**config.mk**
```make
export PLATFORM = sky130hd
export DESIGN_NAME = divider_flat
export DESIGN_NICKNAME = d
export VERILOG_FILES = /design/src/rtl/div_pkg.sv /design/src/rtl/divider_if.sv /design/src/rtl/divider_control.sv /design/src/rtl/divider.sv /design/src/flat_wrapper.sv
export SDC_FILE = /design/constraint.sdc
export NUM_CORES = 1
export LEC_CHECK = 0
export ABC_CLOCK_PERIOD_IN_PS = 3600
export BUFFER_PORTS_ARGS = -buffer_cell sky130_fd_sc_hd__buf_2
export CAP_MARGIN = 5
export CELL_PAD_IN_SITES_DETAIL_PLACEMENT = 1
export CELL_PAD_IN_SITES_GLOBAL_PLACEMENT = 2
export CORE_MARGIN = 2
export CORE_UTILIZATION = 35
export CTS_CLUSTER_DIAMETER = 50
export CTS_CLUSTER_SIZE = 10
export DETAILED_ROUTE_END_ITERATION = 8
export PLACE_DENSITY = 0.8
export SLEW_MARGIN = 20
export SYNTH_ARGS = -nofsm -noshare
export SYNTH_HDL_FRONTEND = slang
export SYNTH_HIERARCHICAL = 1
export SYNTH_SLANG_ARGS = --single-unit
```
**constraint.sdc**
```tcl
create_clock -name clk -period 3.6 [get_ports clk]
set_input_delay 0.36 -clock clk [delete_from_list [all_inputs] [get_ports clk]]
set_output_delay 0.36 -clock clk [all_outputs]
set_load 0.03 [all_outputs]
```
**src/rtl/div_pkg.sv**
```systemverilog
// Shared definitions for the sequential restoring divider.
package div_pkg;

    localparam int DIV_WIDTH = 32;
    localparam int DIV_ITERS = 32;
    localparam int DIV_CNT_W = $clog2(DIV_ITERS) + 1;
    localparam logic [DIV_WIDTH-1:0] DIV_ZERO_QUOT = 32'hFFFF_FFFF;

    typedef enum logic [1:0] {
        S_IDLE  = 2'd0,
        S_BUSY  = 2'd1,
        S_FIXUP = 2'd2,
        S_DONE  = 2'd3
    } div_state_t;

    // Two's complement negation, used for operand magnitudes and result fixup.
    function automatic logic [DIV_WIDTH-1:0] neg_w(input logic [DIV_WIDTH-1:0] x);
        return ~x + DIV_WIDTH'(1);
    endfunction

endpackage

```
**src/rtl/divider_if.sv**
```systemverilog
// Start/result bundle between the ALU and the divider.
interface divider_if;
    import div_pkg::*;

    logic [DIV_WIDTH-1:0] a;
    logic [DIV_WIDTH-1:0] b;
    logic                 do_div;
    logic [DIV_WIDTH-1:0] quot;
    logic [DIV_WIDTH-1:0] rem;
    logic                 div_done;
    logic                 div_busy;
    logic                 div_by_zero;

    modport master (
        output a, b, do_div,
        input  quot, rem, div_done, div_busy, div_by_zero
    );

    modport slave (
        input  a, b, do_div,
        output quot, rem, div_done, div_busy, div_by_zero
    );

endinterface

```
**src/rtl/divider_control.sv**
```systemverilog
// Divider sequencer: IDLE -> BUSY (32 iterations) -> [FIXUP] -> DONE -> IDLE.
// FIXUP is only reachable when DIV_SIGNED_EN is defined.
module divider_control
    import div_pkg::*;
#(
    parameter int CNT_W = DIV_CNT_W
) (
    input  logic clk,
    input  logic reset,
    input  logic start,
    input  logic b_zero,
    output logic load,
    output logic shift_sub,
    output logic last,
    output logic fixup,
    output logic done,
    output logic busy
);

    div_state_t       state, state_nxt;
    logic [CNT_W-1:0] cnt, cnt_nxt;

    // State and iteration counter registers.
    always_ff @(posedge clk) begin
        if (reset) begin
            state <= S_IDLE;
            cnt   <= '0;
        end else begin
            state <= state_nxt;
            cnt   <= cnt_nxt;
        end
    end

    // Next-state and datapath strobes.
    always_comb begin
        state_nxt = state;
        cnt_nxt   = cnt;
        load      = 1'b0;
        shift_sub = 1'b0;
        last      = 1'b0;
        fixup     = 1'b0;
        done      = 1'b0;
        busy      = 1'b0;
        case (state)
            S_IDLE: begin
                if (start) begin
                    load      = 1'b1;
                    cnt_nxt   = '0;
                    state_nxt = b_zero ? S_DONE : S_BUSY;
                end
            end
            S_BUSY: begin
                shift_sub = 1'b1;
                busy      = 1'b1;
                cnt_nxt   = cnt + CNT_W'(1);
                if (cnt == CNT_W'(DIV_ITERS - 1)) begin
                    last = 1'b1;
`ifdef DIV_SIGNED_EN
                    state_nxt = S_FIXUP;
`else
                    state_nxt = S_DONE;
`endif
                end
            end
            S_FIXUP: begin
`ifdef DIV_SIGNED_EN
                fixup     = 1'b1;
                busy      = 1'b1;
                state_nxt = S_DONE;
`else
                state_nxt = S_IDLE;
`endif
            end
            S_DONE: begin
                done      = 1'b1;
                state_nxt = S_IDLE;
            end
            default: state_nxt = S_IDLE;
        endcase
    end

endmodule

```
**src/rtl/divider.sv**
```systemverilog
// Sequential 32-bit restoring divider, one quotient bit per cycle.
// Build option: DIV_SIGNED_EN -- two's complement operands; magnitudes are
// divided and an extra FIXUP cycle applies the result signs.
module divider
    import div_pkg::*;
#(
    parameter int WIDTH = DIV_WIDTH,
    parameter int CNT_W = DIV_CNT_W
) (
    input  logic      clk,
    input  logic      reset,
    divider_if.slave  bus
);

    logic load, shift_sub, last, fixup, done, busy;
    logic b_zero;

    assign b_zero = (bus.b == '0);

    divider_control #(.CNT_W(CNT_W)) u_ctrl (
        .clk       (clk),
        .reset     (reset),
        .start     (bus.do_div),
        .b_zero    (b_zero),
        .load      (load),
        .shift_sub (shift_sub),
        .last      (last),
        .fixup     (fixup),
        .done      (done),
        .busy      (busy)
    );

    logic [WIDTH-1:0] d_q;
    logic [WIDTH:0]   r_q;
    logic [WIDTH-1:0] q_q;
    logic [WIDTH-1:0] quot_q, rem_q;
    logic             dbz_q;

    // Operand magnitudes presented to the unsigned core.
    logic [WIDTH-1:0] a_mag, b_mag;
`ifdef DIV_SIGNED_EN
    logic q_neg_q, r_neg_q;
    assign a_mag = bus.a[WIDTH-1] ? neg_w(bus.a) : bus.a;
    assign b_mag = bus.b[WIDTH-1] ? neg_w(bus.b) : bus.b;
`else
    assign a_mag = bus.a;
    assign b_mag = bus.b;
`endif

    // One restoring step: shift {R,Q}, trial-subtract D via ~D + 1, keep on no-borrow.
    logic [2*WIDTH:0] rq_sh;
    logic [WIDTH:0]   r_sh;
    logic [WIDTH+1:0] trial;
    logic             no_borrow;
    logic [WIDTH:0]   r_nxt;
    logic [WIDTH-1:0] q_nxt;

    assign rq_sh     = {r_q, q_q} << 1;
    assign r_sh      = rq_sh[2*WIDTH:WIDTH];
    assign trial     = {1'b0, r_sh} + {1'b0, ~{1'b0, d_q}} + (WIDTH+2)'(1);
    assign no_borrow = trial[WIDTH+1];
    assign r_nxt     = no_borrow ? trial[WIDTH:0] : r_sh;
    assign q_nxt     = {rq_sh[WIDTH-1:1], no_borrow};

    // Each build commits results from only one of these strobes.
    logic unused_ctl;
    assign unused_ctl = fixup ^ last;

    // Operand latch, iteration registers and result commit.
    always_ff @(posedge clk) begin
        if (reset) begin
            d_q    <= '0;
            r_q    <= '0;
            q_q    <= '0;
            quot_q <= '0;
            rem_q  <= '0;
            dbz_q  <= 1'b0;
`ifdef DIV_SIGNED_EN
            q_neg_q <= 1'b0;
            r_neg_q <= 1'b0;
`endif
        end else begin
            if (load) begin
                if (b_zero) begin
                    quot_q <= DIV_ZERO_QUOT;
                    rem_q  <= bus.a;
                    dbz_q  <= 1'b1;
                end else begin
                    d_q   <= b_mag;
                    r_q   <= '0;
                    q_q   <= a_mag;
                    dbz_q <= 1'b0;
`ifdef DIV_SIGNED_EN
                    q_neg_q <= bus.a[WIDTH-1] ^ bus.b[WIDTH-1];
                    r_neg_q <= bus.a[WIDTH-1];
`endif
                end
            end
            if (shift_sub) begin
                r_q <= r_nxt;
                q_q <= q_nxt;
`ifndef DIV_SIGNED_EN
                if (last) begin
                    quot_q <= q_nxt;
                    rem_q  <= r_nxt[WIDTH-1:0];
                end
`endif
            end
`ifdef DIV_SIGNED_EN
            if (fixup) begin
                quot_q <= q_neg_q ? neg_w(q_q) : q_q;
                rem_q  <= r_neg_q ? neg_w(r_q[WIDTH-1:0]) : r_q[WIDTH-1:0];
            end
`endif
        end
    end

    assign bus.quot        = quot_q;
    assign bus.rem         = rem_q;
    assign bus.div_by_zero = dbz_q;
    assign bus.div_done    = done;
    assign bus.div_busy    = busy;

endmodule
```
**src/flat_wrapper.sv**
```systemverilog
// flat-port wrapper written by rule: the top's interface ports become plain ports
module divider_flat import div_pkg::*;
#(
    parameter int WIDTH = DIV_WIDTH,
    parameter int CNT_W = DIV_CNT_W
)
  (clk, reset, bus_a, bus_b, bus_do_div, bus_quot, bus_rem, bus_div_done, bus_div_busy, bus_div_by_zero);
  divider_if bus_i ();
  input  logic clk;
  input  logic reset;
  input wire logic [$bits(bus_i.a)-1:0] bus_a;
  input wire logic [$bits(bus_i.b)-1:0] bus_b;
  input wire logic [$bits(bus_i.do_div)-1:0] bus_do_div;
  output wire logic [$bits(bus_i.quot)-1:0] bus_quot;
  output wire logic [$bits(bus_i.rem)-1:0] bus_rem;
  output wire logic [$bits(bus_i.div_done)-1:0] bus_div_done;
  output wire logic [$bits(bus_i.div_busy)-1:0] bus_div_busy;
  output wire logic [$bits(bus_i.div_by_zero)-1:0] bus_div_by_zero;
  assign bus_i.a = bus_a;
  assign bus_i.b = bus_b;
  assign bus_i.do_div = bus_do_div;
  assign bus_quot = bus_i.quot;
  assign bus_rem = bus_i.rem;
  assign bus_div_done = bus_i.div_done;
  assign bus_div_busy = bus_i.div_busy;
  assign bus_div_by_zero = bus_i.div_by_zero;
  divider #(.WIDTH(WIDTH), .CNT_W(CNT_W)) u_core (.clk(clk), .reset(reset), .bus(bus_i));
endmodule
```
# Yosys cells after proc, flatten, opt, wreduce, memory -nomap -nowiden
# Index checks and enable logic that the tools add are counted.
# word_totals
reg_bits	169
output_inout_bits	67
wordCells	57
# classes
n_addsub	3
eq_ne	7
n_mux	28
bitwise_logic	2
n_reduce_logical	9
# ops
op	count
$mux W32	15
$add A33 B33 Y34	1
$add A34 B1 Y34 const B	1
$not A32 Y33	1
$logic_not A32 Y1	1
$pmux W6 S2	1
$reduce_and A2 Y1	4
$mux W1	7
$add A6 B1 Y6 const B	1
$eq A6 B5 Y1 const B	1
$mux W2	3
$mux W6	1
$ne A2 B2 Y1 const B	3
$pmux W2 S3	1
$eq A2 B2 Y1 const B	2
$reduce_bool A2 Y1	2
$eq A2 B1 Y1 const B	1
$logic_not A2 Y1	1
$reduce_or A2 Y1	1
$not A1 Y1	1

# Logic depth before layout (Yosys ltp)
# logic_depth
word_depth	6
mapped_depth	13
depth_no_buf	11

# Hierarchy
# The synthesis kept the hierarchy.
# modules_own_cells
mod	instances	cells_each	area_per_inst_um2	seq_area_each_um2
divider	1	1019	8702.1	3223.1
divider_control	1	42	385.4	160.2

# Least setup slack after synthesis
# No wires, ideal clock.
# synth_path
path_kind	register to register
start	register u_core.d_q[6]
end	register u_core.rem_q[4] (netlist: u_core/bus.rem[4])
setup_time_ns	0.137
t_arrival_ns	2.442
required_time_ns	3.463
slack_ns	1.021
path_stages_with_launch	12
n_path_buf	1
synth_period_minus_slack_ns	2.579
cell_sequence	dfxtp_1 inv_1 ha_1 a21oi_2 o211ai_1 a221oi_2 a31oi_4 a31oi_4 buf_12 mux2_1 nor2_1 a211oi_2
# synth_via
elab_chain_cells	6
# synth_lines
element	line	source
from (decl)	divider.sv:33	logic [WIDTH-1:0] d_q;
from (signal assigned)	divider.sv:89	d_q <= b_mag;
$not A32 Y33	divider.sv:60	assign trial = {1'b0, r_sh} + {1'b0, ~{1'b0, d_q}} + (WIDTH+2)'(1);
$add A33 B33 Y34	divider.sv:60	
$add A34 B1 Y34	divider.sv:60	
$mux W32	divider.sv:62	assign r_nxt = no_borrow ? trial[WIDTH:0] : r_sh;
$mux W32	divider.sv:103	if (last) begin
$mux W32	divider.sv:99	if (shift_sub) begin
to (signal assigned)	divider.sv:86	rem_q <= bus.a;
to (signal assigned)	divider.sv:105	rem_q <= r_nxt[WIDTH-1:0];
to (decl)	divider.sv:36	logic [WIDTH-1:0] quot_q, rem_q;
# Every way passes these cells.
# A chain may end at the register's enable or synchronous reset.

# Worst setup path after layout
# layout_path
start	register u_core.d_q[20]
end	register u_core.rem_q[1] (netlist: u_core/bus.rem[1])
# Same word-level chain as after synthesis.

==> run_results.csv <==
group,metric,value,unit
clocking,cts_made_buffers,17,
clocking,root_buffer,"clkbuf_16",
sta,hold_violations,0,
die,die_height,165,um
route,drt_iter0_markers,467,
clocking,clk_pin_slew_worst_paths,70,ps
critical_path,critPathMaxStageDelay,400,ps
clocking,post_cts_buffers,0,
route,wl_per_cell,18.9,um
sta,skew,15.1,ps
critical_path,critPathArrivalTime,3530,ps
sta,fmax,313,MHz
route,ant_nets,0,
route,drc,0,
sta,slew_violations,0,
grt,grt_pass1_vias,8026,
cells_and_area,regArea,3380,um^2
sta,fin_crit_sh,88.6,%
die,coreArea,25300,um^2
cells_and_area,final_common_cell,"dfxtp_1",
die,io_pins,134,
critical_path,crit_family,"compound AO/OA/AOI/OAI gates",
critical_path,start_kind,"flip-flop",
die,die_x,165,um
critical_path,reg2reg_slack,410,ps
place,place.gp.congestion,0.854,
route,met1_length,13.7,mm
run_status,status,"finished, final reports clean",
sta,worstMarginPinSlew,773,ps
grt,grt-ovfl-total,0,
yosys,synth.avg_cell_area,8.57,um^2
critical_path,required,3940,ps
route,met3_length,1.20,mm
grt,grt_pass1_wl,44.6,mm
hold_path,min_path_cells,3,
hold_path,hp-class,"input pin to flip-flop",
yosys,yosys_warnings,6,
clocking,post_cts_resized,0,
cells_and_area,drive_gt1_share,20.8,%
cells_and_area,area.growth.synth_to_final,17.1,%
yosys,synth_nets,1160,
clocking,cts_buffer_depth,2,
route,top_layer_used,"met4",
grt,track_usage,21.1,%
grt,antenna_found_initial,0,
yosys,syn_inst,1059,
power,p_leak,4.74,nW
die,start_util,35.8,%
clocking,cts_hold_buf,0,
place,io_buffers,133,
route,drt-total-wl,28.4,mm
clocking,cts_tree,"built",
critical_path,crit_top_cell,"a31oi_4",
run,maxCapViolCount,0,
critical_path,critPathKind,"flip-flop to flip-flop",
route,routed-via-count,8042,
place,place_hpwl,21.2,mm
die,fp-row-count,58,
grt,grt_start_max_net_pins,65,
critical_path,path_depth,11,
critical_path,critPathMaxFanout,34,
critical_path,crit_path_end_kind,"flip-flop",
cells_and_area,final_cell_mix,"dfxtp_1, nor2_1, buf_2",
clocking,numClockSinks,169,
cells_and_area,fillers,3006,
yosys,synth_area,9080,um^2
clocking,clk_latency,440,ps
cells_and_area,antenna_cells,0,
clocking,htreeDepth,4,
sta,setup_violations,0,
sta,whs,170,ps
route,firstDrtPassIters,5,
sta,finalCriticalPeriod,3190,ps
power,power_density,871,nW/um^2
die,die_area,27200,um^2
cells_and_area,final_nets,1260,
critical_path,path_cells,"inv_1 > ha_1 > a21o_1 > o21bai_1 > o32ai_2 > a31oi_4 > a31oi_4 > buf_12 > mux2i_1 > nor2_1 > a211oi_1",
critical_path,worst-path-buf-inv,2,
power,peakVddDrop,0.758,mV
critical_path,reg2reg_depth,11,
cells_and_area,multi_input_area,5230,um^2
sta,setup_tns,0,ps
sta,max_slew_margin,48.3,%
critical_path,crit_path_top_delay_cell,"o32ai_2",
route,wl_met2,13.2,mm
sta,rsz0062_at_grt,"no",
route,viasPerCell,5.35,
-- final timing paths --
| check | start | to |
|---|---|---|
| worst min-delay path | bus_b[5] | u_core/d_q[5] |
| worst max register to register | u_core/d_q[20] | u_core/bus.rem[1] |
| worst max-delay path | u_core/d_q[20] | u_core/bus.rem[1] |
| worst min register to register | u_core/u_ctrl/cnt[5] | u_core/u_ctrl/cnt[5] |
-- worst register-to-register path: stages, from the launching register on --
cell	delay (ps)
dfxtp_1	340
inv_1	60
ha_1	380
a21o_1	260
o21bai_1	210
o32ai_2	400
a31oi_4	110
a31oi_4	350
buf_12	270
mux2i_1	410
nor2_1	90
a211oi_1	230
-- state kept, by name (all words and copies together) (netlist names) --
register,flops
u_core/bus.div_by_zero,1
u_core/bus.quot,32
u_core/bus.rem,32
u_core/d_q,32
u_core/q_q,32
u_core/r_q,32
u_core/u_ctrl/cnt,6
u_core/u_ctrl/state,2
-- per-stage QoR --
step	instances	setup WS [ps]	instance area [um^2]	total power, W	util [%]
3_3_place_gp	1470	543	10000	0.00728	39.6
3_5_place_dp	1470	488	10000	0.00732	39.6
4_1_cts	1502	475	10600	0.00927	42.0
6_report	1502	410	10600	0.00926	42.0
5_1_grt	1502	214	10600	0.00982	42.0
2_1_floorplan	1059	1020	9080	0.00605	-
-- cell type report --
class / count / share of cell area (%)
sequential: 169 / 31.8
clock buffer: 17 / 4.00
inverter: 44 / 1.55
timing repair buffer: 149 / 7.89
multi-input combinational: 778 / 49.2
clock inverter: 15 / 1.65
tap: 330 / 3.88
-- routing by layer --
metal	vias to the layer above	global-route usage, %
met5	-	0
met3	25	3.62
met1	3890	28.6
li1	3983	-
met4	0	5.14
met2	144	34.7
-- power by group --
part | leakage, nW | switching [W] | internal, W | total (W)
registers | 1.37 | 0.000154 | 0.00203 | 0.00219
clock network | 0.294 | 0.000894 | 0.000996 | 0.00189
logic | 3.07 | 0.00319 | 0.00199 | 0.00518
Note: power is estimated with default switching activity, not from simulation.
